<file path="src/rtl/neo_bus_pkg.sv">
// Shared types and constants for the 68K-style bus initiator and its helpers.
package neo_bus_pkg;

  localparam int unsigned ADDR_W      = 23;
  localparam int unsigned DATA_W      = 16;
  localparam int unsigned BE_W        = 2;
  localparam int unsigned WD_W        = 8;
  localparam int unsigned TIMEOUT_DEF = 64;

  localparam logic RW_READ  = 1'b1;
  localparam logic RW_WRITE = 1'b0;

  // Bus cycle phases; STRB is only visited by writes.
  typedef enum logic [2:0] {
    ST_IDLE = 3'd0,
    ST_ADDR = 3'd1,
    ST_STRB = 3'd2,
    ST_WAIT = 3'd3,
    ST_TERM = 3'd4
  } bus_state_e;

  // Latched request payload (address goes straight to the bus register).
  typedef struct packed {
    logic              rw;
    logic [BE_W-1:0]   be;
    logic [DATA_W-1:0] wdata;
  } bus_req_t;

endpackage

</file>
<file path="src/rtl/m68k_bus_watchdog.sv">
// Saturating 8-bit wait watchdog, advanced only on clock-enable ticks.
// Ports: CLK/nRESET clock and async reset; i_en tick enable; i_clr clear;
//        i_inc increment; o_last_c high when the next increment reaches TIMEOUT.
module m68k_bus_watchdog
  import neo_bus_pkg::*;
#(
  parameter int unsigned TIMEOUT = TIMEOUT_DEF
) (
  input  logic CLK,
  input  logic nRESET,
  input  logic i_en,
  input  logic i_clr,
  input  logic i_inc,
  output logic o_last_c
);

  logic [WD_W-1:0] r_cnt;

  // Counter saturates at all-ones instead of wrapping.
  always_ff @(posedge CLK or negedge nRESET) begin
    if (!nRESET) begin
      r_cnt <= '0;
    end else if (i_en) begin
      if (i_clr) begin
        r_cnt <= '0;
      end else if (i_inc && (r_cnt != {WD_W{1'b1}})) begin
        r_cnt <= r_cnt + WD_W'(1);
      end
    end
  end

  assign o_last_c = (r_cnt == WD_W'(TIMEOUT - 1));

endmodule

</file>
<file path="src/rtl/m68k_bus_initiator.sv">
// 68K-style bus cycle initiator: one word request -> nAS/nUDS/nLDS/RW cycle,
// waits for nDTACK, aborts with BERR on watchdog timeout.
// Ports: CLK, nRESET, CLK_EN_68K_P (E tick); REQ/REQ_RW/REQ_ADDR/REQ_WDATA/REQ_BE
//        request side; BUSY/ACK/BERR/RDATA completion side; M68K_* , nAS, nUDS,
//        nLDS, nDTACK bus side.
module m68k_bus_initiator
  import neo_bus_pkg::*;
#(
  parameter int unsigned TIMEOUT = TIMEOUT_DEF
) (
  input  logic              CLK,
  input  logic              nRESET,
  input  logic              CLK_EN_68K_P,
  input  logic              REQ,
  input  logic              REQ_RW,
  input  logic [ADDR_W-1:0] REQ_ADDR,
  input  logic [DATA_W-1:0] REQ_WDATA,
  input  logic [BE_W-1:0]   REQ_BE,
  output logic              BUSY,
  output logic              ACK,
  output logic              BERR,
  output logic [DATA_W-1:0] RDATA,
  output logic [ADDR_W-1:0] M68K_ADDR,
  output logic [DATA_W-1:0] M68K_DOUT,
  output logic              M68K_DOUT_EN,
  input  logic [DATA_W-1:0] M68K_DIN,
  output logic              nAS,
  output logic              nUDS,
  output logic              nLDS,
  output logic              M68K_RW,
  input  logic              nDTACK
);

  bus_state_e        r_state, w_state;
  bus_req_t          r_req, w_req;
  logic              r_abort, w_abort;
  logic              r_nas, w_nas, r_nuds, w_nuds, r_nlds, w_nlds, r_rw, w_rw;
  logic [ADDR_W-1:0] r_addr, w_addr;
  logic [DATA_W-1:0] r_dout, w_dout, r_rdata, w_rdata;
  logic              r_dout_en, w_dout_en, r_busy, w_busy;
  logic              r_ack, w_ack, r_berr, w_berr;
  logic              w_wd_clr, w_wd_inc, w_wd_last;

  m68k_bus_watchdog #(.TIMEOUT(TIMEOUT)) u_wd (
    .CLK      (CLK),
    .nRESET   (nRESET),
    .i_en     (CLK_EN_68K_P),
    .i_clr    (w_wd_clr),
    .i_inc    (w_wd_inc),
    .o_last_c (w_wd_last)
  );

  // State and output registers.
  always_ff @(posedge CLK or negedge nRESET) begin
    if (!nRESET) begin
      r_state   <= ST_IDLE;
      r_req     <= '0;
      r_abort   <= 1'b0;
      r_nas     <= 1'b1;
      r_nuds    <= 1'b1;
      r_nlds    <= 1'b1;
      r_rw      <= RW_READ;
      r_addr    <= '0;
      r_dout    <= '0;
      r_rdata   <= '0;
      r_dout_en <= 1'b0;
      r_busy    <= 1'b0;
      r_ack     <= 1'b0;
      r_berr    <= 1'b0;
    end else begin
      r_state   <= w_state;
      r_req     <= w_req;
      r_abort   <= w_abort;
      r_nas     <= w_nas;
      r_nuds    <= w_nuds;
      r_nlds    <= w_nlds;
      r_rw      <= w_rw;
      r_addr    <= w_addr;
      r_dout    <= w_dout;
      r_rdata   <= w_rdata;
      r_dout_en <= w_dout_en;
      r_busy    <= w_busy;
      r_ack     <= w_ack;
      r_berr    <= w_berr;
    end
  end

  // Next-state and next-output logic; everything advances on E only,
  // except ACK which self-clears on the following CLK.
  always_comb begin
    w_state   = r_state;
    w_req     = r_req;
    w_abort   = r_abort;
    w_nas     = r_nas;
    w_nuds    = r_nuds;
    w_nlds    = r_nlds;
    w_rw      = r_rw;
    w_addr    = r_addr;
    w_dout    = r_dout;
    w_rdata   = r_rdata;
    w_dout_en = r_dout_en;
    w_busy    = r_busy;
    w_ack     = 1'b0;
    w_berr    = r_berr;
    w_wd_clr  = 1'b0;
    w_wd_inc  = 1'b0;

    if (CLK_EN_68K_P) begin
      case (r_state)
        ST_IDLE: begin
          if (REQ) begin
            w_req   = '{rw: REQ_RW, be: REQ_BE, wdata: REQ_WDATA};
            w_addr  = REQ_ADDR;
            w_rw    = REQ_RW;
            w_busy  = 1'b1;
            w_abort = 1'b0;
            // No lanes enabled: complete without touching the strobes.
            w_state = (REQ_BE == 2'b00) ? ST_TERM : ST_ADDR;
          end
        end
        ST_ADDR: begin
          w_nas = 1'b0;
          if (r_req.rw == RW_READ) begin
            w_nuds  = ~r_req.be[1];
            w_nlds  = ~r_req.be[0];
            w_state = ST_WAIT;
          end else begin
            w_dout    = r_req.wdata;
            w_dout_en = 1'b1;
            w_state   = ST_STRB;
          end
        end
        ST_STRB: begin
          w_nuds  = ~r_req.be[1];
          w_nlds  = ~r_req.be[0];
          w_state = ST_WAIT;
        end
        ST_WAIT: begin
          if (!nDTACK) begin
            if (r_req.rw == RW_READ) begin
              w_rdata = M68K_DIN;
            end
            w_state = ST_TERM;
          end else begin
            w_wd_inc = 1'b1;
            if (w_wd_last) begin
              w_abort = 1'b1;
              w_state = ST_TERM;
            end
          end
        end
        ST_TERM: begin
          w_nas     = 1'b1;
          w_nuds    = 1'b1;
          w_nlds    = 1'b1;
          w_rw      = RW_READ;
          w_dout_en = 1'b0;
          w_ack     = 1'b1;
          w_berr    = r_abort;
          w_busy    = 1'b0;
          w_wd_clr  = 1'b1;
          w_state   = ST_IDLE;
        end
        default: begin
          w_state = ST_IDLE;
        end
      endcase
    end
  end

  assign BUSY         = r_busy;
  assign ACK          = r_ack;
  assign BERR         = r_berr;
  assign RDATA        = r_rdata;
  assign M68K_ADDR    = r_addr;
  assign M68K_DOUT    = r_dout;
  assign M68K_DOUT_EN = r_dout_en;
  assign nAS          = r_nas;
  assign nUDS         = r_nuds;
  assign nLDS         = r_nlds;
  assign M68K_RW      = r_rw;

endmodule

</file>
<file path="config.mk">
export PLATFORM = sky130hd
export DESIGN_NAME = m68k_bus_initiator
export DESIGN_NICKNAME = d
export VERILOG_FILES = /design/src/rtl/neo_bus_pkg.sv /design/src/rtl/m68k_bus_watchdog.sv /design/src/rtl/m68k_bus_initiator.sv
export SDC_FILE = /design/constraint.sdc
export NUM_CORES = 1
export LEC_CHECK = 0
export CAP_MARGIN = 5
export CORE_MARGIN = 2
export CORE_UTILIZATION = 45
export DETAILED_ROUTE_END_ITERATION = 16
export PLACE_DENSITY = 0.77
export SLEW_MARGIN = 20
export SYNTH_ARGS = -nofsm -noshare
export SYNTH_HDL_FRONTEND = slang
export SYNTH_HIERARCHICAL = 1
export SYNTH_SLANG_ARGS = --single-unit
</file>
<file path="constraint.sdc">
create_clock -name CLK -period 2.7 [get_ports CLK]
set_input_delay 0.81 -clock CLK [delete_from_list [all_inputs] [get_ports CLK]]
set_output_delay 0.81 -clock CLK [all_outputs]
set_load 0.005 [all_outputs]
</file>
# After elaboration in Yosys (flattened, before gate mapping)
# Index checks and enable logic that the tools add are counted.
[op_classes]
order_cmp = 0
add_sub_neg = 1
mul = 0
shifts = 0
n_mux = 28
div = 0
bitwise = 4
reduce_logical = 19
n_eq_ne = 12
[op_table]
columns = ["operator", "count"]
rows = [
  ["3-bit AND reduction", 6],
  ["8-bit two-way mux", 2],
  ["1-bit two-way mux", 14],
  ["3-bit two-way mux", 4],
  ["3-bit one-hot mux with 4 select lines", 1],
  ["1-bit one-hot mux with 2 select lines", 5],
  ["8-bit by 1-bit adder with 8-bit output (second input constant)", 1],
  ["8-bit by 6-bit equality test with 1-bit output (second input constant)", 1],
  ["2-bit != test (second input constant)", 4],
  ["8-bit != test (second input constant)", 1],
  ["2-bit nonzero test", 4],
  ["3-bit by 2-bit equality test with 1-bit output (second input constant)", 2],
  ["1-bit one-hot mux with 3 select lines", 2],
  ["2-bit AND reduction", 3],
  ["5-bit AND reduction", 1],
  ["1-bit NOT", 4],
  ["4-bit AND reduction", 1],
  ["3-bit by 1-bit equality test with 1-bit output (second input constant)", 1],
  ["3-bit equality test (second input constant)", 1],
  ["3-bit zero test", 1],
  ["3-bit by 2-bit != test with 1-bit output (second input constant)", 1],
  ["3-bit nonzero test", 1],
  ["2-bit zero test", 1],
  ["2-bit by 1-bit != test with 1-bit output (second input constant)", 1],
  ["1-bit logical AND", 1],
]
[totals]
register_bits = 94
latchBits = 0
ramBits = 0
word_cells = 81
mem_bits_ro = 0
output_inout_bits = 63
mem_count = 0
input_bits = 63

# Longest topological paths before layout
# Gate-level depths: netlist of run 1.
[depth]
ltp_word = 6
mapped_depth = 8
depth_no_buf = 6

# Hierarchy
# The synthesis of run 1 kept the hierarchy.
[modules_own_cells]
columns = ["mod", "area_each_um2", "seq_area_each_um2", "cells_each", "n_inst"]
rows = [
  ["m68k_bus_initiator", 3632.2, 2157.1, 224, 1],
  ["m68k_bus_watchdog", 575.6, 200.2, 62, 1],
]

# Least setup slack after synthesis of run 1
# OpenSTA, ideal clock, no wires.
[synth_timing]
path_type = "input to register"
from = "in CLK_EN_68K_P"
to = "reg u_wd.r_cnt[1]"
t_arrival_ns = 2.000
path_buffers = 2
slack_ns = 0.575
setup_time_ns = 0.125
required_time_ns = 2.575
stages = 6
cell_sequence = "buf_6 and2b_4 and3_1 clkbuf_1 a21boi_2 mux2_4"
[synth_via]
elab_chain_len = 4
word_cells_on_any_way = 6
cone_classes = "mux (3); reduce/logical (3)"
[synth_lines]
columns = ["element", "line", "source"]
rows = [
  ["start: declaration", "m68k_bus_initiator.sv:13", "input logic CLK_EN_68K_P,"],
  ["1-bit two-way mux", "m68k_bus_initiator.sv:108", "if (CLK_EN_68K_P) begin"],
  ["named net w_wd_inc", "m68k_bus_initiator.sv:42", "logic w_wd_clr, w_wd_inc, w_wd_last;"],
  ["1-bit logical AND", "m68k_bus_watchdog.sv:26", "end else if (i_inc && (r_cnt != {WD_W{1'b1}})) begin"],
  ["2-bit nonzero test (no line)", "-", ""],
  ["2-bit AND reduction (no line)", "-", ""],
  ["end signal: assignment", "m68k_bus_watchdog.sv:27", "r_cnt <= r_cnt + WD_W'(1);"],
  ["end: declaration", "m68k_bus_watchdog.sv:17", "logic [WD_W-1:0] r_cnt;"],
]
# The timed path passes the listed nets, and every way through them passes these cells.
# A chain may end at the register's enable or synchronous reset.

# Worst setup path after layout of run 1
[layout_timing]
from = "reg r_nuds, in the netlist nUDS"
to = "out nUDS"
[layout_lines]
columns = ["element", "line", "source"]
rows = [
  ["start: declaration", "m68k_bus_initiator.sv:37", "logic r_nas, w_nas, r_nuds, w_nuds, r_nlds, w_nlds, r_rw, w_rw;"],
  ["start signal: assignment", "m68k_bus_initiator.sv:75", "r_nuds <= w_nuds;"],
  ["end: declaration", "m68k_bus_initiator.sv:28", "output logic nUDS,"],
]
# No word-level cell between the ends.

==> results of run 1 <==
## routing by layer
layer / wire length (um) / part of all wire / vias to the layer above
met5: 0 / 0 / -
met4: 135 / 0.015 / 0
met3: 479 / 0.053 / 10
met2: 4326 / 0.48 / 76
met1: 4044 / 0.45 / 1392
li1: - / - / 1303
## cells in the final DEF (no fill, tap or decap), types with 2 or more instances in the layout
cell,Yosys,routed
nand2b_1,4,4
buf_12,0,3
a41o_1,3,3
clkdlybuf4s50_1,0,124
clkbuf_8,0,10
mux2i_1,2,2
o21ai_0,9,9
and4_1,2,2
nand2_1,6,6
buf_4,1,13
dfrtp_1,90,90
a222oi_1,2,2
a21oi_1,6,6
dfstp_2,4,4
a31oi_1,4,4
mux2_1,10,10
and3_1,5,5
mux2_2,19,19
nor2_1,4,4
a211oi_1,2,2
a21o_1,3,3
nand3_1,6,6
inv_1,10,10
mux2_4,47,47
a41oi_1,2,2
## sequential cells by signal, indices dropped and copies added, names as in the netlist, 3 cells and up
| register | flops |
|---|---|
| r_state | 3 |
| M68K_DOUT | 16 |
| u_wd/r_cnt | 8 |
| M68K_ADDR | 23 |
| r_req | 19 |
| RDATA | 16 |
## power by group
| part | total, mW | switching, mW | internal (mW) |
|---|---|---|---|
| Sequential | 2.48 | 0.431 | 2.05 |
| Clock | 0.954 | 0.489 | 0.465 |
| Combinational | 2.32 | 0.701 | 1.62 |
| Total | 5.76 | 1.62 | 4.13 |
## worst min path at each step
stage	end	cells past startpoint	slack [ps]	start
after floorplan	nUDS	1	430	r_req[17]
after global placement	nUDS	1	460	r_req[17]
after detailed placement	nLDS	1	470	r_req[16]
after CTS	r_state[2]	1	400	nRESET
after global routing	r_abort	1	410	nRESET
final	r_state[2]	1	400	nRESET
## synthesized netlist by cell type, types with 2 or more instances
cell	n
dfrtp_1	90
mux2_4	47
mux2_2	19
inv_1	10
mux2_1	10
buf_6	9
o21ai_0	9
a21oi_1	6
nand2_1	6
nand3_1	6
and3_1	5
clkbuf_1	5
a31oi_1	4
dfstp_2	4
nand2b_1	4
nor2_1	4
a21o_1	3
a41o_1	3
buf_2	3
a211oi_1	2
a222oi_1	2
a41oi_1	2
and4_1	2
mux2i_1	2
## cells by family (layout without fill, tap and decap cells)
| family | after synthesis | count (layout) |
|---|---|---|
| muxes | 78 | 78 |
| adders and majority gates | 1 | 1 |
| buffers and inverters | 28 | 166 |
| AOI/OAI and AO/OA | 43 | 43 |
| DFF | 94 | 94 |
| and+or+nand+nor | 42 | 42 |
## layout make-up
class	count	area [um2]
Fill cell	697	3342
Inverter	10	37.54
Clock inverter	5	66.31
Clock buffer	11	141.4
Sequential cell	94	2357
Multi-Input combinational cell	164	1670
Timing Repair Buffer	140	1399
Tap cell	111	138.9
==> impl_metrics.py, run 1 <==
metrics = {
    "worst_setup_path": {
        "worstPathArrival_ps": 1410,
        "endpoint": "nUDS",
        "cp.depth": 1,
        "crit_path_top_delay_cell": "dfstp_2",
        "critical_path_required_ps": 1890,
        "start_kind": "register",
        "crit_family": "flip-flops",
        "crit_fanout": 3,
        "path_cells": "clkdlybuf4s50_1",
        "reg2reg_depth": 7,
        "crit_path_start": "nUDS",
        "crit_path_end_kind": "output port",
        "worstSetupPathType": "register to output port",
        "cp_num_buf_inv": 1,
        "rr_startpoint": "u_wd/r_cnt[2]",
        "slowest_delay_ps": 550,
        "rrSetupSlack_ps": 800,
        "r2r-end": "r_state[0]",
    },
    "power": {
        "power.leakage_nw": 2.601,
        "finalPower_mw": 5.755,
        "p_per_area_mw_per_mm2": 990.5,
        "ir_drop_mv": 0.4568,
    },
    "clocking": {
        "cts_sinks": 94,
        "postCtsResizedCells": 0,
        "post_cts_buffers": 0,
        "clk-insertion-delay-late_ps": 360,
        "cts_inserted_buffers": 9,
        "path_clk_slew_ps": 90,
        "clockBufferDepth": 2,
        "cts_root_buf": "clkbuf_8",
        "htreeDepth": 3,
        "cts_tree": "built",
        "cts-hold-fix-buffers": 0,
    },
    "synthesis": {
        "synth_compound_area_frac": 0.07434,
        "yosys.area_share.simple": 0.06958,
        "synth_xor_area_frac": 0,
        "synthAdderAreaFrac": 0.002974,
        "synth.avg_cell_area_um2": 14.71,
        "ys_seq_area_frac": 0.5602,
        "synth_area_mm2": 0.004208,
        "synth-seq-cells": 94,
        "syn-instance-count": 286,
        "synth_area_leaders": "dfrtp_1 (54%), mux2_4 (17%), mux2_2 (5.1%)",
        "ys.flop_type": "dfrtp_1",
        "yosysTopAreaCell": "dfrtp_1",
        "synth_cell_types": 53,
        "synthArstFlopShare": 1.000,
        "synth-edff-count": 0,
        "synth.area.mux_share": 0.2501,
        "syn-num-nets": 350,
        "yosys_warnings": 6,
        "synth_top_cell_area_share": 0.5352,
        "synth_top_family_by_area": "multiplexers",
    },
    "global_routing": {
        "met2_usage": 0.2928,
        "met3_usage": 0.03606,
        "grt_start_max_net_pins": 36,
        "grt_pass1_wl_um": 14680,
        "antenna_found_initial": 0,
        "globalRouteOverflowTotal": 0,
        "first_global_vias": 2870,
        "gr-usage-met1": 0.2564,
        "grt_usage": 0.1847,
        "top_usage_layer": "met2",
    },
    "placed_design": {
        "pre_cts_slack_ps": 170.7,
        "portBuffers": 125,
        "place_inst": 519,
        "place_area_mm2": 0.005603,
        "place.gp.congestion": 0.8498,
        "hpwl_um": 6622,
    },
    "drt": {
        "route.antenna.remaining_nets": 0,
        "drt-initial-drc-count": 116,
        "via_per_inst": 5.198,
        "vias": 2781,
        "drc": 0,
        "wirelength_um": 8986,
        "drt_first_pass_iters": 4,
        "wire_per_inst_um": 16.80,
    },
    "floorplanning": {
        "io_pins": 126,
        "floorplan.initialDensity": 0.4597,
        "core_mm2": 0.009153,
        "die_w_um": 100.7,
        "die_height_um": 100.7,
        "core.rowCount": 35,
        "die-area_mm2": 0.01014,
    },
    "sta": {
        "skew_ps": 12.07,
        "setup_ws_ps": 481.0,
        "setup_violations": 0,
        "fmax_mhz": 450.7,
        "hold_viol_final": 0,
        "fin_tns_setup_ps": 0,
        "tightest_slew_ps": 461.9,
        "rsz0062_at_grt": "false",
        "min_period_ps": 2219,
        "hold_ws_ps": 396.4,
        "finalCritPeriodShare": 0.8219,
        "relSlewSlack": 0.6892,
        "final-max-slew-violation-count": 0,
    },
    "min_path": {
        "worst_hold_path_type": "input pin to async pin",
    },
    "cells_and_area": {
        "nets": 483,
        "post-route-util": 0.6349,
        "syn2layout_area_growth_pct": 38.09,
        "antennaDiodeCount": 0,
        "drive_gt1_frac": 0.2571,
        "stdcell_count": 535,
        "fin_area_mm2": 0.005811,
    },
    "flow_run": {
        "cap_violations": 0,
    },
    "status": {
        "status": "completed",
    },
}
Note: power is estimated with default switching activity, not from simulation.
==> run 2, diff against run 1 <==
Settings changed: CORE_UTILIZATION 45 to 43.
Clock period 2.7 ns to 1.9 ns, I/O delays scaled along.
==> run 2 against run 1 <==
Net effect:
- critical path depth up 4
- die area up 4.5%
- clock-buffer cell count down 1
- via count up 1.7%
- first-iteration DRC count up 2.6%
- sequential power up 40%
- register-to-register slack worse by 620 ps
- non-clock buffer count up 17
- worst hold slack worse by 260 ps
==> impl_metrics.py, run 2 (same netlist as run 1, synthesis figures left out) <==
metrics = {
    "power": {
        "power.leakage_nw": 2.695,
        "ir_drop_mv": 0.6094,
        "p_seq_frac": 0.421,
        "p_per_area_mw_per_mm2": 1372,
        "p_clk_frac": 0.160,
        "finalPower_mw": 8.239,
        "internal-power_mw": 5.923,
        "p_sw_mw": 2.315,
        "sw_frac_of_total": 0.2810,
        "combPwrFrac": 0.419,
    },
    "clocking": {
        "cts_tree": "built",
        "postCtsResizedCells": 4,
        "cts-hold-fix-buffers": 0,
        "htreeDepth": 3,
        "cts_sinks": 94,
        "clk-insertion-delay-late_ps": 350,
        "clockBufferDepth": 2,
        "path_clk_slew_ps": 100,
        "post_cts_buffers": 0,
        "cts_root_buf": "clkbuf_8",
        "cts_inserted_buffers": 9,
    },
    "drt": {
        "drt-initial-drc-count": 119,
        "wirelength_um": 9114,
        "route.antenna.remaining_nets": 0,
        "via_per_inst": 4.927,
        "drc": 0,
        "wire_per_inst_um": 15.88,
        "vias": 2828,
        "drt_first_pass_iters": 4,
    },
    "cells_and_area": {
        "antennaDiodeCount": 0,
        "nets": 500,
        "largest_reg_flops": 23,
        "post-route-util": 0.6231,
        "syn2layout_area_growth_pct": 42.73,
        "drive_gt1_frac": 0.2902,
        "layout_common_cells": "clkdlybuf4s50_1 (120), dfrtp_1 (90), mux2_4 (47)",
        "stdcell_count": 574,
        "final_common_cell": "clkdlybuf4s50_1",
    },
    "floorplanning": {
        "io_pins": 126,
        "floorplan.initialDensity": 0.4365,
        "core.rowCount": 36,
        "core_mm2": 0.009639,
        "die-area_mm2": 0.01059,
        "die_w_um": 102.9,
        "die_height_um": 102.9,
    },
    "global_routing": {
        "globalRouteOverflowTotal": 0,
        "top_usage_layer": "met2",
        "gr-usage-met1": 0.2396,
        "met2_usage": 0.2762,
        "grt_pass1_wl_um": 14300,
        "met3_usage": 0.03186,
        "first_global_vias": 2908,
        "grt_usage": 0.1724,
        "antenna_found_initial": 0,
        "grt_start_max_net_pins": 44,
    },
    "sta": {
        "setup_violations": 0,
        "finalCritPeriodShare": 0.9785,
        "skew_ps": 12.87,
        "rsz0062_at_grt": "false",
        "min_period_ps": 1859,
        "fmax_mhz": 537.9,
        "final-max-slew-violation-count": 0,
        "tightest_slew_ps": 397.7,
        "fin_tns_setup_ps": 0,
        "hold_viol_final": 0,
        "relSlewSlack": 0.7349,
        "setup_ws_ps": 40.94,
    },
    "placed_design": {
        "place_inst": 558,
        "pre_cts_slack_ps": -319.3,
        "hpwl_um": 6680,
        "portBuffers": 125,
        "place.gp.congestion": 0.8617,
    },
    "worst_setup_path": {
        "crit_fanout": 14,
        "worstSetupPathType": "input pin to register",
        "r2r-end": "u_wd/r_cnt[1]",
        "rr_startpoint": "r_state[0]",
        "crit_path_top_delay_cell": "clkdlybuf4s50_1",
        "critical_path_required_ps": 2130,
        "path_cells": "clkdlybuf4s50_1, nor3b_1, and2_4, buf_12, mux2_4",
        "crit_path_end_kind": "register",
        "start_kind": "input pin",
        "slowest_delay_ps": 490,
        "reg2reg_depth": 4,
        "rrSetupSlack_ps": 180,
        "worstPathArrival_ps": 2090,
    },
    "flow_run": {
        "cap_violations": 0,
    },
    "min_path": {
        "worst_hold_path_type": "input pin to async pin",
    },
    "status": {
        "status": "completed",
    },
}
[run 2: cell count changes in the layout (fill, tap and decap cells not counted), sizes merged]
cell,delta
buf,+17
clkbuf,-1
clkdlybuf4s50,-4
clkinv,+1
clkinvlp,+1
dlygate4sd2,+4
inv,-1
[run 2: critical path, delay by kind of cell]
kind / cells / cell delay [ps]
buf+inv: 2 / 670
simple gates: 2 / 530
mux: 1 / 310
[run 2: worst max-delay path by stage]
| stage | start | endpoint | slack (ps) |
|---|---|---|---|
| after floorplan | CLK_EN_68K_P | u_wd/r_cnt[1] | 20 |
| after global placement | REQ | M68K_ADDR[7] | -300 |
| after detailed placement | REQ | M68K_ADDR[22] | -320 |
| after CTS | REQ | M68K_ADDR[22] | 60 |
| after global routing | REQ | M68K_ADDR[12] | 4 |
| final | REQ | M68K_ADDR[22] | 40 |
[run 2: layout make-up]
class,instances,area (um2)
clock buffer,10,127.6
fill,780,3633
timing repair buffer,157,1572
inverter,10,37.54
tap,133,166.4
clock inverter,6,71.32
sequential,94,2357
multi-input combinational,164,1674
[run 2: metal layers]
| metal | up-vias | share of wire |
|---|---|---|
| met5 | - | 0 |
| met4 | 0 | 0.013 |
| met3 | 11 | 0.057 |
| met2 | 95 | 0.49 |
| met1 | 1386 | 0.44 |
| li1 | 1336 | - |
[run 2: power groups by stage]
stage	Clock, mW	Combinational (mW)	Sequential (mW)
2_1_floorplan	0	1.68	3.42
3_3_place_gp	0	3.41	3.46
3_5_place_dp	0	3.50	3.49
4_1_cts	1.36	3.48	3.47
5_1_grt	1.43	3.72	3.58
6_report	1.32	3.45	3.47
[run 2: stage by stage]
stage,hold WS [ps],instance area (um2)
after floorplan,274.4,4208
after global placement,459.4,5808
after detailed placement,463.2,5808
after CTS,137.7,6002
after global routing,154.6,6006
final,134.4,6006
==> run 3, diff against run 2 <==
Settings changed: CTS_CLUSTER_SIZE set to 25, SLEW_MARGIN 20 to not set.
==> results of run 3 <==
The final DEF is identical to that of run 2; final timing and power are the same.
